**src/rtl/vx_wb_dispatch_pkg.sv**
```systemverilog
// Shared types and sizing for the writeback dispatcher: release record,
// vector-beat buffer entry, vector stream FSM states and default depths.
package vx_wb_dispatch_pkg;

  localparam int NUM_THREADS     = 4;
  localparam int XLEN            = 32;
  localparam int NR_BITS         = 6;
  localparam int ISSUE_WIS_W     = 2;
  localparam int UUID_W          = 8;
  localparam int PC_W            = 32;
  localparam int VFIFO_DEPTH_DEF = 4;

  // Scoreboard release record (reg is the scalar rd or the vector vd).
  typedef struct packed {
    logic                   valid;
    logic [ISSUE_WIS_W-1:0] wis;
    logic [NR_BITS-1:0]     rd;
  } sb_rel_t;

  // One buffered vector beat; only what the VRF write and release need.
  typedef struct packed {
    logic [ISSUE_WIS_W-1:0]      wis;
    logic [NR_BITS-1:0]          vd;
    logic [NR_BITS-1:0]          lane_id;
    logic [NUM_THREADS-1:0]      tmask;
    logic [NUM_THREADS*XLEN-1:0] data;
    logic                        eop;
  } vbeat_t;

  localparam int VBEAT_W = $bits(vbeat_t);

  typedef enum logic {
    VS_IDLE  = 1'b0,
    VS_BURST = 1'b1
  } vstate_e;

endpackage

```
**src/rtl/vx_wb_dispatch_if.sv**
```systemverilog
// Writeback beat bus feeding the dispatcher. There is no backpressure:
// the producer drives a beat whenever valid is high.
interface vx_wb_dispatch_if;
  import vx_wb_dispatch_pkg::*;

  logic                        valid;
  logic [UUID_W-1:0]           uuid;
  logic [ISSUE_WIS_W-1:0]      wis;
  logic [NUM_THREADS-1:0]      tmask;
  logic [PC_W-1:0]             pc;
  logic [NR_BITS-1:0]          rd;
  logic [NUM_THREADS*XLEN-1:0] data;
  logic                        sop;
  logic                        eop;
  logic                        is_vec;
  logic [NR_BITS-1:0]          vd;
  logic [NR_BITS-1:0]          lane_id;

  modport master (
    output valid, uuid, wis, tmask, pc, rd, data, sop, eop, is_vec, vd, lane_id
  );

  modport slave (
    input valid, uuid, wis, tmask, pc, rd, data, sop, eop, is_vec, vd, lane_id
  );

endinterface

```
**src/rtl/vx_wb_dispatch_vfifo.sv**
```systemverilog
// Vector-beat buffer: DEPTH-entry first-word-fall-through FIFO. A push on
// a full FIFO is accepted only when a pop happens in the same cycle.
module vx_wb_dispatch_vfifo #(
  parameter int DEPTH = 4,
  parameter int W     = 8
) (
  input  logic                       clk,
  input  logic                       reset,
  input  logic                       push,
  input  logic [W-1:0]               push_data,
  input  logic                       pop,
  output logic [W-1:0]               head_data,
  output logic                       full,
  output logic                       empty,
  output logic [$clog2(DEPTH):0]     count
);

  localparam int AW = $clog2(DEPTH);
  localparam int CW = AW + 1;

  logic [W-1:0]  mem_q [DEPTH];
  logic [AW-1:0] wr_ptr_q, wr_ptr_d;
  logic [AW-1:0] rd_ptr_q, rd_ptr_d;
  logic [CW-1:0] count_q, count_d;
  logic          push_ok, pop_ok;

  assign full      = (count_q == CW'(DEPTH));
  assign empty     = (count_q == '0);
  assign count     = count_q;
  assign head_data = mem_q[rd_ptr_q];

  // Accept/pop qualification and next pointer/count values.
  always_comb begin
    pop_ok   = pop && !empty;
    push_ok  = push && (!full || pop_ok);
    wr_ptr_d = push_ok ? wr_ptr_q + AW'(1) : wr_ptr_q;
    rd_ptr_d = pop_ok  ? rd_ptr_q + AW'(1) : rd_ptr_q;
    count_d  = count_q + CW'(push_ok) - CW'(pop_ok);
  end

  // Pointer and occupancy state.
  always_ff @(posedge clk) begin
    if (reset) begin
      wr_ptr_q <= '0;
      rd_ptr_q <= '0;
      count_q  <= '0;
    end else begin
      wr_ptr_q <= wr_ptr_d;
      rd_ptr_q <= rd_ptr_d;
      count_q  <= count_d;
    end
  end

  // Entry storage; contents are don't-care until pushed.
  always_ff @(posedge clk) begin
    if (push_ok) mem_q[wr_ptr_q] <= push_data;
  end

endmodule

```
**src/rtl/vx_wb_dispatch.sv**
```systemverilog
// Writeback dispatcher: scalar beats go to the GPR write port one cycle
// later; vector beats are buffered and drained to the VRF under
// vrf_wr_ready. Scoreboard releases fire on end-of-packet beats.
// Optional macro VX_WB_DISPATCH_PERF_EN adds 32-bit wrapping perf counters.
module vx_wb_dispatch
  import vx_wb_dispatch_pkg::*;
#(
  parameter int VFIFO_DEPTH = VFIFO_DEPTH_DEF
) (
  input  logic                        clk,
  input  logic                        reset,
  vx_wb_dispatch_if.slave             wb_if,
  output logic                        gpr_wr_valid,
  output logic [ISSUE_WIS_W-1:0]      gpr_wr_wis,
  output logic [NR_BITS-1:0]          gpr_wr_rd,
  output logic [NUM_THREADS-1:0]      gpr_wr_tmask,
  output logic [NUM_THREADS*XLEN-1:0] gpr_wr_data,
  output logic                        vrf_wr_valid,
  output logic [ISSUE_WIS_W-1:0]      vrf_wr_wis,
  output logic [NR_BITS-1:0]          vrf_wr_vd,
  output logic [NR_BITS-1:0]          vrf_wr_lane_id,
  output logic [NUM_THREADS-1:0]      vrf_wr_tmask,
  output logic [NUM_THREADS*XLEN-1:0] vrf_wr_data,
  input  logic                        vrf_wr_ready,
  output logic                        sb_rel_s_valid,
  output logic [ISSUE_WIS_W-1:0]      sb_rel_s_wis,
  output logic [NR_BITS-1:0]          sb_rel_s_rd,
  output logic                        sb_rel_v_valid,
  output logic [ISSUE_WIS_W-1:0]      sb_rel_v_wis,
  output logic [NR_BITS-1:0]          sb_rel_v_vd,
  output logic                        ovf_err,
  output logic                        proto_err
`ifdef VX_WB_DISPATCH_PERF_EN
  ,
  output logic [31:0]                 perf_gpr_writes,
  output logic [31:0]                 perf_vrf_writes,
  output logic [31:0]                 perf_vrf_stalls
`endif
);

  logic                        scal_beat, vec_beat;
  logic                        vf_pop, vf_full, vf_empty;
  logic [$clog2(VFIFO_DEPTH):0] vf_count;
  logic [VBEAT_W-1:0]          vf_push_bits, vf_head_bits;
  vbeat_t                      vf_push, vf_head;

  logic                        gpr_vld_q, gpr_vld_d;
  logic [NUM_THREADS-1:0]      gpr_tmask_q, gpr_tmask_d;
  logic [NUM_THREADS*XLEN-1:0] gpr_data_q, gpr_data_d;
  sb_rel_t                     rel_s_q, rel_s_d;
  sb_rel_t                     rel_v_q, rel_v_d;
  vstate_e                     state_q, state_d;
  logic                        ovf_q, ovf_d;
  logic                        proto_q, proto_d;

  assign scal_beat = wb_if.valid && !wb_if.is_vec;
  assign vec_beat  = wb_if.valid &&  wb_if.is_vec;

  assign vf_push.wis     = wb_if.wis;
  assign vf_push.vd      = wb_if.vd;
  assign vf_push.lane_id = wb_if.lane_id;
  assign vf_push.tmask   = wb_if.tmask;
  assign vf_push.data    = wb_if.data;
  assign vf_push.eop     = wb_if.eop;
  assign vf_push_bits    = vf_push;
  assign vf_head         = vbeat_t'(vf_head_bits);
  assign vf_pop          = !vf_empty && vrf_wr_ready;

  vx_wb_dispatch_vfifo #(
    .DEPTH (VFIFO_DEPTH),
    .W     (VBEAT_W)
  ) u_vfifo (
    .clk       (clk),
    .reset     (reset),
    .push      (vec_beat),
    .push_data (vf_push_bits),
    .pop       (vf_pop),
    .head_data (vf_head_bits),
    .full      (vf_full),
    .empty     (vf_empty),
    .count     (vf_count)
  );

  // Next-state for the scalar path, releases, stream FSM and sticky errors.
  always_comb begin
    gpr_vld_d   = scal_beat;
    gpr_tmask_d = scal_beat ? wb_if.tmask : gpr_tmask_q;
    gpr_data_d  = scal_beat ? wb_if.data  : gpr_data_q;
    rel_s_d.valid = scal_beat && wb_if.eop;
    rel_s_d.wis   = scal_beat ? wb_if.wis : rel_s_q.wis;
    rel_s_d.rd    = scal_beat ? wb_if.rd  : rel_s_q.rd;

    rel_v_d.valid = vf_pop && vf_head.eop;
    rel_v_d.wis   = vf_pop ? vf_head.wis : rel_v_q.wis;
    rel_v_d.rd    = vf_pop ? vf_head.vd  : rel_v_q.rd;

    state_d = state_q;
    proto_d = proto_q;
    if (vec_beat) begin
      if ((wb_if.sop && state_q == VS_BURST) || (!wb_if.sop && state_q == VS_IDLE))
        proto_d = 1'b1;
      if (wb_if.eop)      state_d = VS_IDLE;
      else if (wb_if.sop) state_d = VS_BURST;
    end

    ovf_d = ovf_q || (vec_beat && vf_full && !vf_pop);
  end

  // Registered state; only valids, FSM and flags are reset.
  always_ff @(posedge clk) begin
    if (reset) begin
      gpr_vld_q     <= 1'b0;
      rel_s_q.valid <= 1'b0;
      rel_v_q.valid <= 1'b0;
      state_q       <= VS_IDLE;
      ovf_q         <= 1'b0;
      proto_q       <= 1'b0;
    end else begin
      gpr_vld_q   <= gpr_vld_d;
      gpr_tmask_q <= gpr_tmask_d;
      gpr_data_q  <= gpr_data_d;
      rel_s_q     <= rel_s_d;
      rel_v_q     <= rel_v_d;
      state_q     <= state_d;
      ovf_q       <= ovf_d;
      proto_q     <= proto_d;
    end
  end

  assign gpr_wr_valid   = gpr_vld_q;
  assign gpr_wr_wis     = rel_s_q.wis;
  assign gpr_wr_rd      = rel_s_q.rd;
  assign gpr_wr_tmask   = gpr_tmask_q;
  assign gpr_wr_data    = gpr_data_q;

  assign vrf_wr_valid   = !vf_empty;
  assign vrf_wr_wis     = vf_head.wis;
  assign vrf_wr_vd      = vf_head.vd;
  assign vrf_wr_lane_id = vf_head.lane_id;
  assign vrf_wr_tmask   = vf_head.tmask;
  assign vrf_wr_data    = vf_head.data;

  assign sb_rel_s_valid = rel_s_q.valid;
  assign sb_rel_s_wis   = rel_s_q.wis;
  assign sb_rel_s_rd    = rel_s_q.rd;
  assign sb_rel_v_valid = rel_v_q.valid;
  assign sb_rel_v_wis   = rel_v_q.wis;
  assign sb_rel_v_vd    = rel_v_q.rd;

  assign ovf_err   = ovf_q;
  assign proto_err = proto_q;

  // Buffer flags must agree with its occupancy.
  vf_count_consistent: assert property (@(posedge clk) disable iff (reset)
    vf_empty == (vf_count == '0));

`ifdef VX_WB_DISPATCH_PERF_EN
  logic [31:0] pg_q, pg_d, pv_q, pv_d, ps_q, ps_d;

  // Wrapping event counters.
  always_comb begin
    pg_d = pg_q + 32'(gpr_vld_q);
    pv_d = pv_q + 32'(vf_pop);
    ps_d = ps_q + 32'(!vf_empty && !vrf_wr_ready);
  end

  // Counter registers.
  always_ff @(posedge clk) begin
    if (reset) begin
      pg_q <= '0;
      pv_q <= '0;
      ps_q <= '0;
    end else begin
      pg_q <= pg_d;
      pv_q <= pv_d;
      ps_q <= ps_d;
    end
  end

  assign perf_gpr_writes = pg_q;
  assign perf_vrf_writes = pv_q;
  assign perf_vrf_stalls = ps_q;
`endif

endmodule

```
**src/flat_wrapper.sv**
```systemverilog
// flat-port wrapper written by rule: the top's interface ports become plain ports
module vx_wb_dispatch_flat import vx_wb_dispatch_pkg::*;
#(
  parameter int VFIFO_DEPTH = VFIFO_DEPTH_DEF
)
  (clk, reset, gpr_wr_valid, gpr_wr_wis, gpr_wr_rd, gpr_wr_tmask, gpr_wr_data, vrf_wr_valid, vrf_wr_wis, vrf_wr_vd, vrf_wr_lane_id, vrf_wr_tmask, vrf_wr_data, vrf_wr_ready, sb_rel_s_valid, sb_rel_s_wis, sb_rel_s_rd, sb_rel_v_valid, sb_rel_v_wis, sb_rel_v_vd, ovf_err, proto_err, wb_if_valid, wb_if_uuid, wb_if_wis, wb_if_tmask, wb_if_pc, wb_if_rd, wb_if_data, wb_if_sop, wb_if_eop, wb_if_is_vec, wb_if_vd, wb_if_lane_id);
  vx_wb_dispatch_if wb_if_i ();
  input  logic clk;
  input  logic reset;
  output logic gpr_wr_valid;
  output logic [ISSUE_WIS_W-1:0] gpr_wr_wis;
  output logic [NR_BITS-1:0] gpr_wr_rd;
  output logic [NUM_THREADS-1:0] gpr_wr_tmask;
  output logic [NUM_THREADS*XLEN-1:0] gpr_wr_data;
  output logic vrf_wr_valid;
  output logic [ISSUE_WIS_W-1:0] vrf_wr_wis;
  output logic [NR_BITS-1:0] vrf_wr_vd;
  output logic [NR_BITS-1:0] vrf_wr_lane_id;
  output logic [NUM_THREADS-1:0] vrf_wr_tmask;
  output logic [NUM_THREADS*XLEN-1:0] vrf_wr_data;
  input  logic vrf_wr_ready;
  output logic sb_rel_s_valid;
  output logic [ISSUE_WIS_W-1:0] sb_rel_s_wis;
  output logic [NR_BITS-1:0] sb_rel_s_rd;
  output logic sb_rel_v_valid;
  output logic [ISSUE_WIS_W-1:0] sb_rel_v_wis;
  output logic [NR_BITS-1:0] sb_rel_v_vd;
  output logic ovf_err;
  output logic proto_err;
  input wire logic [$bits(wb_if_i.valid)-1:0] wb_if_valid;
  input wire logic [$bits(wb_if_i.uuid)-1:0] wb_if_uuid;
  input wire logic [$bits(wb_if_i.wis)-1:0] wb_if_wis;
  input wire logic [$bits(wb_if_i.tmask)-1:0] wb_if_tmask;
  input wire logic [$bits(wb_if_i.pc)-1:0] wb_if_pc;
  input wire logic [$bits(wb_if_i.rd)-1:0] wb_if_rd;
  input wire logic [$bits(wb_if_i.data)-1:0] wb_if_data;
  input wire logic [$bits(wb_if_i.sop)-1:0] wb_if_sop;
  input wire logic [$bits(wb_if_i.eop)-1:0] wb_if_eop;
  input wire logic [$bits(wb_if_i.is_vec)-1:0] wb_if_is_vec;
  input wire logic [$bits(wb_if_i.vd)-1:0] wb_if_vd;
  input wire logic [$bits(wb_if_i.lane_id)-1:0] wb_if_lane_id;
  assign wb_if_i.valid = wb_if_valid;
  assign wb_if_i.uuid = wb_if_uuid;
  assign wb_if_i.wis = wb_if_wis;
  assign wb_if_i.tmask = wb_if_tmask;
  assign wb_if_i.pc = wb_if_pc;
  assign wb_if_i.rd = wb_if_rd;
  assign wb_if_i.data = wb_if_data;
  assign wb_if_i.sop = wb_if_sop;
  assign wb_if_i.eop = wb_if_eop;
  assign wb_if_i.is_vec = wb_if_is_vec;
  assign wb_if_i.vd = wb_if_vd;
  assign wb_if_i.lane_id = wb_if_lane_id;
  vx_wb_dispatch #(.VFIFO_DEPTH(VFIFO_DEPTH)) u_core (.clk(clk), .reset(reset), .wb_if(wb_if_i), .gpr_wr_valid(gpr_wr_valid), .gpr_wr_wis(gpr_wr_wis), .gpr_wr_rd(gpr_wr_rd), .gpr_wr_tmask(gpr_wr_tmask), .gpr_wr_data(gpr_wr_data), .vrf_wr_valid(vrf_wr_valid), .vrf_wr_wis(vrf_wr_wis), .vrf_wr_vd(vrf_wr_vd), .vrf_wr_lane_id(vrf_wr_lane_id), .vrf_wr_tmask(vrf_wr_tmask), .vrf_wr_data(vrf_wr_data), .vrf_wr_ready(vrf_wr_ready), .sb_rel_s_valid(sb_rel_s_valid), .sb_rel_s_wis(sb_rel_s_wis), .sb_rel_s_rd(sb_rel_s_rd), .sb_rel_v_valid(sb_rel_v_valid), .sb_rel_v_wis(sb_rel_v_wis), .sb_rel_v_vd(sb_rel_v_vd), .ovf_err(ovf_err), .proto_err(proto_err));
endmodule
```
**config.mk**
```make
export PLATFORM = sky130hd
export DESIGN_NAME = vx_wb_dispatch_flat
export DESIGN_NICKNAME = d
export VERILOG_FILES = /design/src/rtl/vx_wb_dispatch_pkg.sv /design/src/rtl/vx_wb_dispatch_if.sv /design/src/rtl/vx_wb_dispatch_vfifo.sv /design/src/rtl/vx_wb_dispatch.sv /design/src/flat_wrapper.sv
export SDC_FILE = /design/constraint.sdc
export NUM_CORES = 1
export LEC_CHECK = 0
export ABC_AREA = 0
export BUFFER_PORTS_ARGS = -buffer_cell sky130_fd_sc_hd__buf_2
export CAP_MARGIN = 40
export CORE_MARGIN = 4
export CORE_UTILIZATION = 50
export DETAILED_ROUTE_END_ITERATION = 10
export PLACE_DENSITY = 0.85
export SLEW_MARGIN = 20
export SYNTH_ARGS = -nofsm -noshare
export SYNTH_HDL_FRONTEND = slang
export SYNTH_SLANG_ARGS = --single-unit
```
**constraint.sdc**
```tcl
create_clock -name clk -period 21.9 [get_ports clk]
set_clock_uncertainty 0.05 [all_clocks]
set_input_delay 6.57 -clock clk [delete_from_list [all_inputs] [get_ports clk]]
set_output_delay 6.57 -clock clk [all_outputs]
set_load 0.05 [all_outputs]
```
# == Word level (Yosys, flattened, before mapping) ==
# Memories as Yosys holds them, arrays and structs flattened. A register that Yosys moved wholly into a read port is not among the register bits.
# Index checks and enable logic that the tools add are counted.
# word_totals
reg_bits,161
ramBits,588
input_bits,199
output_inout_bits,308
elab_cells,54
n_memories,1
# memory_table
name,words,width,read_ports,rd_clocked_by_memory_dff,write_ports,line_no,text
u_core.u_vfifo.mem_q,4,147,1,1,1,vx_wb_dispatch_vfifo.sv:21,logic [W-1:0] mem_q [DEPTH];
# op_classes
add_sub_neg,4
n_eq_ne,1
mux,6
bitwise,2
reduce_logical,25
# ops
cell,n
1-bit logical AND,11
2-bit AND reduction,4
1-bit zero test,5
"2-bit by 1-bit adder with 2-bit output, second input constant",2
1-bit 2-to-1 mux,4
2-bit 2-to-1 mux,2
3-bit by 1-bit adder with 3-bit output,1
"3-bit equality test, second input constant",1
3-bit zero test,1
1-bit logical OR,3
3-bit by 1-bit subtractor with 3-bit output,1
1-bit inverter,2
2-bit nonzero test,1

# == Longest topological paths before layout ==
# Gate-level depths: netlist of run 1.
# logic_depth
ltp_word,8
depth_mapped,10
depth_no_buf,10

# == Cells and area by module ==
# A second synthesis of run 1 with hierarchy kept.
# hier_totals
hier_cells,994
hier_area_um2,26573.0
# by_module_without_submodules
mod,instances,cells_per_inst,area_each_um2,seq_area_each_um2
vx_wb_dispatch_vfifo,1,815,21830.9,17837.1
vx_wb_dispatch,1,179,4742.0,4564.4

# == Worst setup path before layout of run 1 ==
# OpenSTA, ideal clock, no wires.
# synth_path
kind,input port to flip-flop
from,in wb_if_is_vec
to,"reg u_core.gpr_data_q[0], in the netlist u_core.gpr_wr_data[0] (enable)"
setup_ns,0.844
arrival_time_ns,16.766
required_time_ns,21.006
path_slack_ns,4.240
cell_stages,1
n_path_buf,0
cell_sequence,nor3b_1
# synth_via
elab_chain_cells,3
# synth_lines
item,line_no,text
start: declaration,flat_wrapper.sv:39,input wire logic [$bits(wb_if_i.is_vec)-1:0] wb_if_is_vec;
1-bit zero test,vx_wb_dispatch.sv:56,assign scal_beat = wb_if.valid && !wb_if.is_vec;
1-bit logical AND,vx_wb_dispatch.sv:56,
2-bit AND reduction (no source line),-,
end signal: assignment,vx_wb_dispatch.sv:121,gpr_data_q <= gpr_data_d;
end: declaration,vx_wb_dispatch.sv:49,"logic [NUM_THREADS*XLEN-1:0] gpr_data_q, gpr_data_d;"
# No other way between the ends.
# A chain may end at the register's enable or synchronous reset.

==> results of run 1 <==
## cells by family (layout without fill, tap and decap cells)
group                      Yosys count  after routing  synth area share, %
AOI/OAI and AO/OA                    6              6                0.165
muxes                              149            149                 12.6
buffers and inverters               49            634                 1.70
DFF                                751            751                 84.5
and+or+nand+nor                     25             25                0.538
adders and majority gates            7              7                0.359
other                                0              3                    0
xor gates and xnor gates             5              5                0.165
## stage by stage
stage	std cells	setup WS (ns)
after floorplan	992	4.24
after global placement	2120	12.10
after detailed placement	2132	12.27
after CTS	2263	11.57
after global routing	2266	11.42
final	2268	11.74
## worst paths after layout
check	startpoint	endpoint	slack (ns)	cells after the start
setup / recovery	register	vrf_wr_data[90]	11.74	5
hold / removal	u_core.ovf_err$_SDFF_PP0_	u_core.ovf_err$_SDFF_PP0_	0.44	2
setup reg to reg	u_core.u_vfifo.count[1]$_SDFF_PP0_	u_core.u_vfifo.mem_q[0][118]$_DFFE_PP_	19.16	5
hold reg to reg	u_core.ovf_err$_SDFF_PP0_	u_core.ovf_err$_SDFF_PP0_	0.44	2
## power by group
| part | internal, W | switching, W | leakage [nW] |
|---|---|---|---|
| Clock | 0.000690 | 0.000512 | 1.13 |
| Sequential | 0.00164 | 0.0000345 | 6.82 |
| Combinational | 0.000279 | 0.000650 | 3.02 |
| Total | 0.00261 | 0.00120 | 11.0 |
## cell usage in the layout (no fill, tap or decap), types with 2 or more instances in the layout
cell / count
clkinv_8: 3
clkinv_4: 2
clkinv_2: 13
nor2_1: 9
ha_1: 6
edfxtp_1: 736
dfxtp_1: 13
buf_2: 466
inv_6: 4
clkinvlp_4: 3
mux4_2: 147
xnor2_1: 3
inv_1: 7
xor2_1: 2
nand2b_1: 2
nor2b_1: 2
clkinv_1: 14
diode_2: 3
clkbuf_16: 74
and2_4: 4
dfxtp_4: 2
bufinv_16: 5
buf_12: 3
clkbuf_1: 11
buf_4: 17
buf_16: 10
and2_1: 2
clkbuf_8: 2
a31oi_1: 3
## final cells by class
cell class | count | area [µm²] | area share (%)
diodes | 3 | 7.51 | 0.0234
multi-input cells | 192 | 3670 | 11.4
well taps | 688 | 861 | 2.68
flip-flops and latches | 751 | 22400 | 69.8
clock inverters | 44 | 392 | 1.22
clock buffers | 87 | 1920 | 5.99
inverters | 7 | 26.3 | 0.0819
repair buffers | 496 | 2800 | 8.71
## layer usage
metal,routed length [µm],vias up,GRT usage (%)
met2,29800,621,33.4
li1,-,5291,-
met5,23,-,0
met1,20800,6528,25.3
met3,4860,112,5.59
met4,1580,4,6.49
## state kept, by name (all words and copies together) (netlist names), 3 cells and up, named ones only
register              cells
u_core.sb_rel_v_vd        6
u_core.u_vfifo.mem_q    588
u_core.gpr_wr_rd          6
u_core.gpr_wr_data      128
u_core.gpr_wr_tmask       4
u_core.u_vfifo.count      3
## worst max-delay path, delay by kind of cell (launching register included)
| kind | cells | cell delay, ns |
|---|---|---|
| buffers and inverters | 4 | 1.58 |
| DFF | 1 | 0.72 |
| muxes | 1 | 0.58 |
==> metrics.txt, run 1 <==
area of the mapped netlist 0.0265 mm²; Main synth FF type edfxtp_1; first-pass GRT wire length 84,000 µm; vias in the first global route between 10,000 and 15,000; number of CTS-inserted buffers 73; initial core utilization 50.4%; Post-CTS Setup Inserts 0; CTS tree yes; htree depth 3; share of the synthesized area in the top cell type 83.4%; slew margin rel. just over 40%; min-delay worst type reg -> reg; area growth from synthesis to layout 21.0%; FMAX 98.4 MHz; Routed WL per cell 25.2 µm; Most common cell on crit path buf_4; CP Class reg -> out; Final min period 10.16 ns; Crit Path Max Fanout 29; CP endpoint kind output port; total clock sinks 751; WL final approximately 57,000 µm; DR iter-0 viols 892; Net Count, Synth 1,198; Nets 1,727; vias per inst 5.54; post-CTS sizing 0; Synth area leader edfxtp_1; routed vias 12,556; Critical Path AT 3.54 ns; Min Hold Slack 0.436 ns; P_leak between 10 and 15 nW; post-synthesis sequential area ratio 84.5%; RD Place Congestion between 0.7 and 0.8; die area 0.0568 mm²; Final Hold Viols 0; Post-CTS Hold Buffers 0; total congestion overflow 0; IO buf count 466; synth cell count leaders edfxtp_1, mux4_2, dfxtp_1; number of synthesized flops with an enable pin about 740; chip height about 240 µm; synth unique cells 28; synthesized area per cell 26.7 µm²; crit-path cells buf_4 -> buf_4 -> buf_16 -> mux4_2 -> buf_2; CP peak stage delay 0.72 ns; DR pass1 iterations 5; RSZ-0062 raised after global routing no; Final Power 0.00381 W; # IOs 507; root buf cell clkbuf_16; Yosys reg bits between 700 and 800; slowest CP cell dfxtp_4; GRT Util Overall 19.8%; clock slew at reported path FFs approximately 0.06 ns; # DRC 0; Yosys warnings 0; async set-reset flop share out of synthesis 0%; Worst EP required 15.28 ns; initial antenna violation count 6; die width between 200 and 250 µm; status complete, no violations; worst skew pair latency 0.58 ns; DRT antenna net count 0; Setup crit start kind register; final-layout fill cell count 3,462; final setup violation count 0; Tcrit/Tclk final 46.4%; Worst Tran Pin Value a little under 0.9 ns; DP HPWL approximately 35,000 µm; Final Max Tran Viols 0; PwrDens roughly 120 mW/mm²; Core Util, Final 61.1%; post-route design area 0.0321 mm²; area post-placement 0.0297 mm²; MaxCap Viol Count 0; Core ar. 0.0526 mm²; ratio of cells with drive above 1 in the final layout 48.1%; worst-case clock buffer depth 3; Max rail drop VDD 0.101 mV; top cells by area, synth edfxtp_1, mux4_2, dfxtp_1; largest net degree at the start of global routing 71; num rows 84; Syn Inst Count 992; most frequent cell after synthesis edfxtp_1; Fin Setup TNS 0 ns
(Power assumes the default switching activity.)
==> inputs of run 2 (changes only) <==
clock period = 9.45 ns   (was 21.9 ns; I/O delays follow)
==> run 2 against run 1 <==
Via count shrank 1.4%. Sequential cell count is the same. Critical path depth shrank 2. Wire length shrank 1.5%. Sequential share of layout area grew 0.093 points. Register-to-register slack lost 13 ns.
==> metrics.txt, run 2 (synthesis results as in run 1) <==
Final Hold Viols 0 (unchanged); Max rail drop VDD 0.211 mV (was 0.101 mV); area growth from synthesis to layout 20.9% (was 21.0%); final-layout fill cell count 3,447 (was 3,462); CP endpoint kind output port (unchanged); DP HPWL 32,800 µm (was 35,100 µm); root buf cell clkbuf_16 (unchanged); Tcrit/Tclk final 61.6%; Crit Path Max Fanout 75 (was 29); Post-CTS Setup Inserts 0 (unchanged); chip height 238 µm (unchanged); status complete, no violations (unchanged); Final min period just under 6 ns; slowest CP cell dfxtp_4 (unchanged); Routed WL per cell 24.8 µm (was 25.2 µm); IO buf count 466 (unchanged); slew margin rel. 43.6% (was 41.5%); RSZ-0062 raised after global routing no (unchanged); DR iter-0 viols 748 (was 892); initial antenna violation count 3 (was 6); # DRC 0 (unchanged); first-pass GRT wire length 82,600 µm (was 84,000 µm); area post-placement 0.0296 mm² (was 0.0297 mm²); crit-path cells buf_12 -> mux4_2 -> buf_2 (was buf_4 -> buf_4 -> buf_16 -> mux4_2 -> buf_2); final setup violation count 0 (unchanged); CP peak stage delay 0.80 ns (was 0.72 ns); commonest non-fill, non-tap cell in the layout edfxtp_1 (unchanged); CTS tree yes (unchanged); Reg with most FFs u_core.u_vfifo.mem_q (unchanged); post-route design area 0.0320 mm² (was 0.0321 mm²); Critical Path AT 2.94 ns (was 3.54 ns); Nets 1,723 (was 1,727); # IOs 507 (unchanged); die width 238 µm (unchanged); total clock sinks 751 (unchanged); GRT Util Overall 19.3% (was 19.8%); DRT antenna net count 0 (unchanged); ratio of cells with drive above 1 in the final layout 47.7% (was 48.1%); largest net degree at the start of global routing 76 (was 71); clock slew at reported path FFs 0.06 ns (about the same); die area 0.0568 mm² (unchanged); Largest register FFs 588 (unchanged); num rows 84 (unchanged); Post-CTS Hold Buffers 0 (unchanged); Core ar. 0.0526 mm² (unchanged); worst-case clock buffer depth 3 (unchanged); Fin Setup TNS 0 ns (unchanged); Final Max Tran Viols 0 (unchanged); post-CTS sizing 0 (unchanged); MaxCap Viol Count 0 (unchanged); FMAX 172 MHz; Worst Tran Pin Value 0.846 ns (was 0.877 ns); DR pass1 iterations 6 (was 5); Worst EP required 6.57 ns (was 15.28 ns); highest-count cells in the layout ignoring fill and taps edfxtp_1, buf_2, mux4_2 (unchanged); CP Class reg -> out (unchanged); total congestion overflow 0 (unchanged); WL final 56,200 µm (was 57,100 µm); RD Place Congestion 0.749 (was 0.776); routed vias 12,386 (was 12,556); htree depth 3 (unchanged); P_leak 10.9 nW (was 11.0 nW); PwrDens 276 mW/mm² (was 119 mW/mm²); vias in the first global route 13,265 (was 13,072); min-delay worst type reg -> reg (unchanged); Setup crit start kind register (unchanged); vias per inst 5.47 (was 5.54); initial core utilization 50.4% (unchanged); worst skew pair latency 0.59 ns (was 0.58 ns); number of CTS-inserted buffers 74 (was 73)
run 2: changes by cell type in the layout (fill, tap and decap cells not counted), sizes merged:
cell / change
diode: -2
buf: -5
clkbuf: +4
clkinvlp: +1
clkinv: -1
inv: -1
run 2: report_power, final:
| group | total, W | internal, W | switching [W] | leakage [nW] |
|---|---|---|---|---|
| clock network | 0.00281 | 0.00162 | 0.00119 | 1.13 |
| logic | 0.00213 | 0.000638 | 0.00149 | 2.98 |
| registers | 0.00389 | 0.00381 | 0.0000857 | 6.82 |
run 2: final cells by class:
type                            count  area, µm²  share of cell area (%)
Sequential cell                   751      22400                    69.9
Multi-Input combinational cell    192       3680                    11.5
Timing Repair Buffer              491       2720                    8.48
Clock buffer                       91       1960                    6.11
Tap cell                          688        861                    2.69
Clock inverter                     43        388                    1.21
Inverter                            7       26.3                  0.0820
Antenna cell                        1       2.50                 0.00781
run 2: final timing paths:
kind	start	slack, ns	to	cells past startpoint
worst max-delay path	register	3.62	vrf_wr_data[37]	3
worst min-delay path	u_core.ovf_err$_SDFF_PP0_	0.43	u_core.ovf_err$_SDFF_PP0_	2
worst max register to register	u_core.u_vfifo.count[1]$_SDFF_PP0_	6.62	u_core.u_vfifo.mem_q[3][59]$_DFFE_PP_	4
worst min register to register	u_core.ovf_err$_SDFF_PP0_	0.43	u_core.ovf_err$_SDFF_PP0_	2
run 2: metal layers:
| layer | GRT usage, % | up-vias | wire, µm |
|---|---|---|---|
| li1 | - | 5279 | - |
| met1 | 24.3 | 6498 | 20700 |
| met2 | 33.3 | 514 | 30000 |
| met3 | 4.69 | 91 | 4130 |
| met4 | 6.65 | 4 | 1380 |
| met5 | 0 | - | 24 |
run 2: per-stage QoR:
| step | util (%) | setup WS (ns) | cells | power, W | hold WS (ns) |
|---|---|---|---|---|---|
| 6_report | 61.0 | 3.62 | 2264 | 0.00884 | 0.429 |
| 5_1_grt | 61.0 | 3.36 | 2264 | 0.00916 | 0.452 |
| 4_1_cts | 60.7 | 3.50 | 2257 | 0.00892 | 0.431 |
| 3_5_place_dp | 56.2 | 4.04 | 2123 | 0.00610 | 0.410 |
| 3_3_place_gp | 56.0 | 3.98 | 2118 | 0.00604 | 0.407 |
| 2_1_floorplan | - | 0.589 | 992 | 0.00568 | 0.431 |
run 2: critical path, delay by kind of cell, from the launching register on:
kind	cells	cell delay (ns)
buffers and inverters	2	0.79
multiplexers	1	0.61
flip-flops	1	0.80
==> inputs of run 3 (changes only) <==
clock period = 5.9 ns   (was 9.45 ns; I/O delays follow)
==> run 3 against run 2 <==
Power increased by 60%. First-iteration DRC count increased by 25%. Global-route usage about the same. Via count decreased by 0.19%. Critical path depth increased by 1. Design area decreased by 0.48%. Register-to-register slack got worse by 3.2 ns. Wire length decreased by 1.2%. Largest power group unchanged.
==> metrics.txt, run 3 (synthesis results as in run 1) <==
Post-CTS Hold Buffers 0 (unchanged); area growth from synthesis to layout 20.3% (was 20.9%); worst skew pair latency 0.59 ns (about the same); root buf cell clkbuf_16 (unchanged); chip height 238 µm (unchanged); IO buf count 466 (unchanged); CP Class reg -> out (unchanged); worst-case clock buffer depth 3 (unchanged); DRT antenna net count 0 (unchanged); Reg with most FFs u_core.u_vfifo.mem_q (unchanged); Worst EP required 4.08 ns (was 6.57 ns); DR iter-0 viols 934 (was 748); routed vias 12,362 (was 12,386); initial antenna violation count 4 (was 3); vias in the first global route 13,230 (was 13,265); FF+latch area 0.0224 mm² (unchanged); final setup violation count 0 (unchanged); # DRC 0 (unchanged); CP endpoint kind output port (unchanged); htree depth 3 (unchanged); highest-count cells in the layout ignoring fill and taps edfxtp_1, buf_2, mux4_2 (unchanged); area post-placement 0.0296 mm² (about the same); Setup crit start kind register (unchanged); Worst Slack Setup Final 1.38 ns (was 3.62 ns); total congestion overflow 0 (unchanged); wire length on met1 19,900 µm (was 20,700 µm); DR pass1 iterations 4 (was 6); PwrDens 442 mW/mm² (was 276 mW/mm²); area of the multi-input gates 0.00368 mm² (unchanged); Final min period 4.52 ns; Max rail drop VDD 0.350 mV (was 0.211 mV); Nets 1,718 (was 1,723); die area 0.0568 mm² (unchanged); Critical Path AT 2.70 ns (was 2.94 ns); Met3 Routed Length 4940 µm (was 4130 µm); Critical R2R Launch u_core.u_vfifo.count[1]$_SDFF_PP0_ (unchanged); largest net degree at the start of global routing 148 (was 76); RSZ-0062 raised after global routing no (unchanged); # IOs 507 (unchanged); WL final 55,500 µm (was 56,200 µm); RD Place Congestion 0.767 (was 0.749); commonest non-fill, non-tap cell in the layout edfxtp_1 (unchanged); DP HPWL 33,200 µm (was 32,800 µm); P_leak 10.9 nW (about the same); Largest register FFs 588 (unchanged); Core ar. 0.0526 mm² (unchanged); post-route design area 0.0319 mm² (was 0.0320 mm²); final-layout fill cell count 3,451 (was 3,447); vias per inst 5.48 (was 5.47); Tcrit/Tclk final approximately three quarters; Post-CTS Setup Inserts 0 (unchanged); highest routing layer actually used met5 (unchanged); slew margin rel. 32.0% (was 43.6%); Routed WL per cell 24.6 µm (was 24.8 µm); initial core utilization 50.4% (unchanged); MaxCap Viol Count 0 (unchanged); ratio of cells with drive above 1 in the final layout 47.4% (was 47.7%); die width 238 µm (unchanged); min-delay worst type reg -> reg (unchanged); FMAX 221 MHz; Fin Setup TNS 0 ns (unchanged); number of CTS-inserted buffers 72 (was 74); clock slew at reported path FFs 0.06 ns (about the same); Place WS 1.93 ns (was 4.04 ns); Final Max Tran Viols 0 (unchanged); num rows 84 (unchanged); post-CTS sizing 0 (unchanged); Crit Path Max Fanout 26 (was 75); first-pass GRT wire length 82,600 µm (about the same); status complete, no violations (unchanged); metal2 WL 29,300 µm (was 30,000 µm); Final Hold Viols 0 (unchanged); Worst Min Path Start u_core.proto_err$_SDFFE_PP0P_ (was u_core.ovf_err$_SDFF_PP0_); GRT Util Overall 19.3% (about the same); Worst Tran Pin Value 1.02 ns (was 0.846 ns); total clock sinks 751 (unchanged); CTS tree yes (unchanged)
-- run 3: worst paths after layout --
| check | slack, ns | cells after the start | endpoint |
|---|---|---|---|
| setup / recovery | 1.38 | 4 | vrf_wr_data[51] |
| hold / removal | 0.45 | 2 | u_core.proto_err$_SDFFE_PP0P_ |
| setup reg to reg | 3.38 | 10 | u_core.u_vfifo.count[2]$_SDFF_PP0_ |
| hold reg to reg | 0.45 | 2 | u_core.proto_err$_SDFFE_PP0P_ |
-- run 3: final cells by class --
type | count | area share [%]
clock buffers | 93 | 6.16
well taps | 688 | 2.70
multi-input cells | 192 | 11.5
clock inverters | 33 | 0.946
diodes | 2 | 0.0157
inverters | 7 | 0.0824
flip-flops and latches | 751 | 70.3
repair buffers | 488 | 8.29
-- run 3: stage by stage --
| step | util, % | power, W | hold WS [ns] | std cells |
|---|---|---|---|---|
| after floorplan | - | 0.00908 | 0.431 | 992 |
| after global placement | 56.3 | 0.00973 | 0.403 | 2123 |
| after detailed placement | 56.4 | 0.00983 | 0.418 | 2126 |
| after CTS | 60.7 | 0.0143 | 0.438 | 2252 |
| after global routing | 60.7 | 0.0146 | 0.440 | 2252 |
| final | 60.7 | 0.0141 | 0.451 | 2254 |
-- run 3: layer usage --
layer	GRT usage [%]	vias to the layer above
met1	23.9	6414
met3	5.48	89
met4	6.35	4
met2	33.2	594
li1	-	5261
met5	0	-
-- run 3: report_power, final --
group / switching [W] / internal [W]
registers: 0.000122 / 0.00610
clock network: 0.00184 / 0.00257
logic: 0.00243 / 0.00105
total: 0.00439 / 0.00972
-- run 3: worst max-delay path, cell delays in order (launching register included) --
cell     delay (ns)
dfxtp_4        0.63
buf_16         0.28
buf_4          0.35
mux4_2         0.58
buf_2          0.24
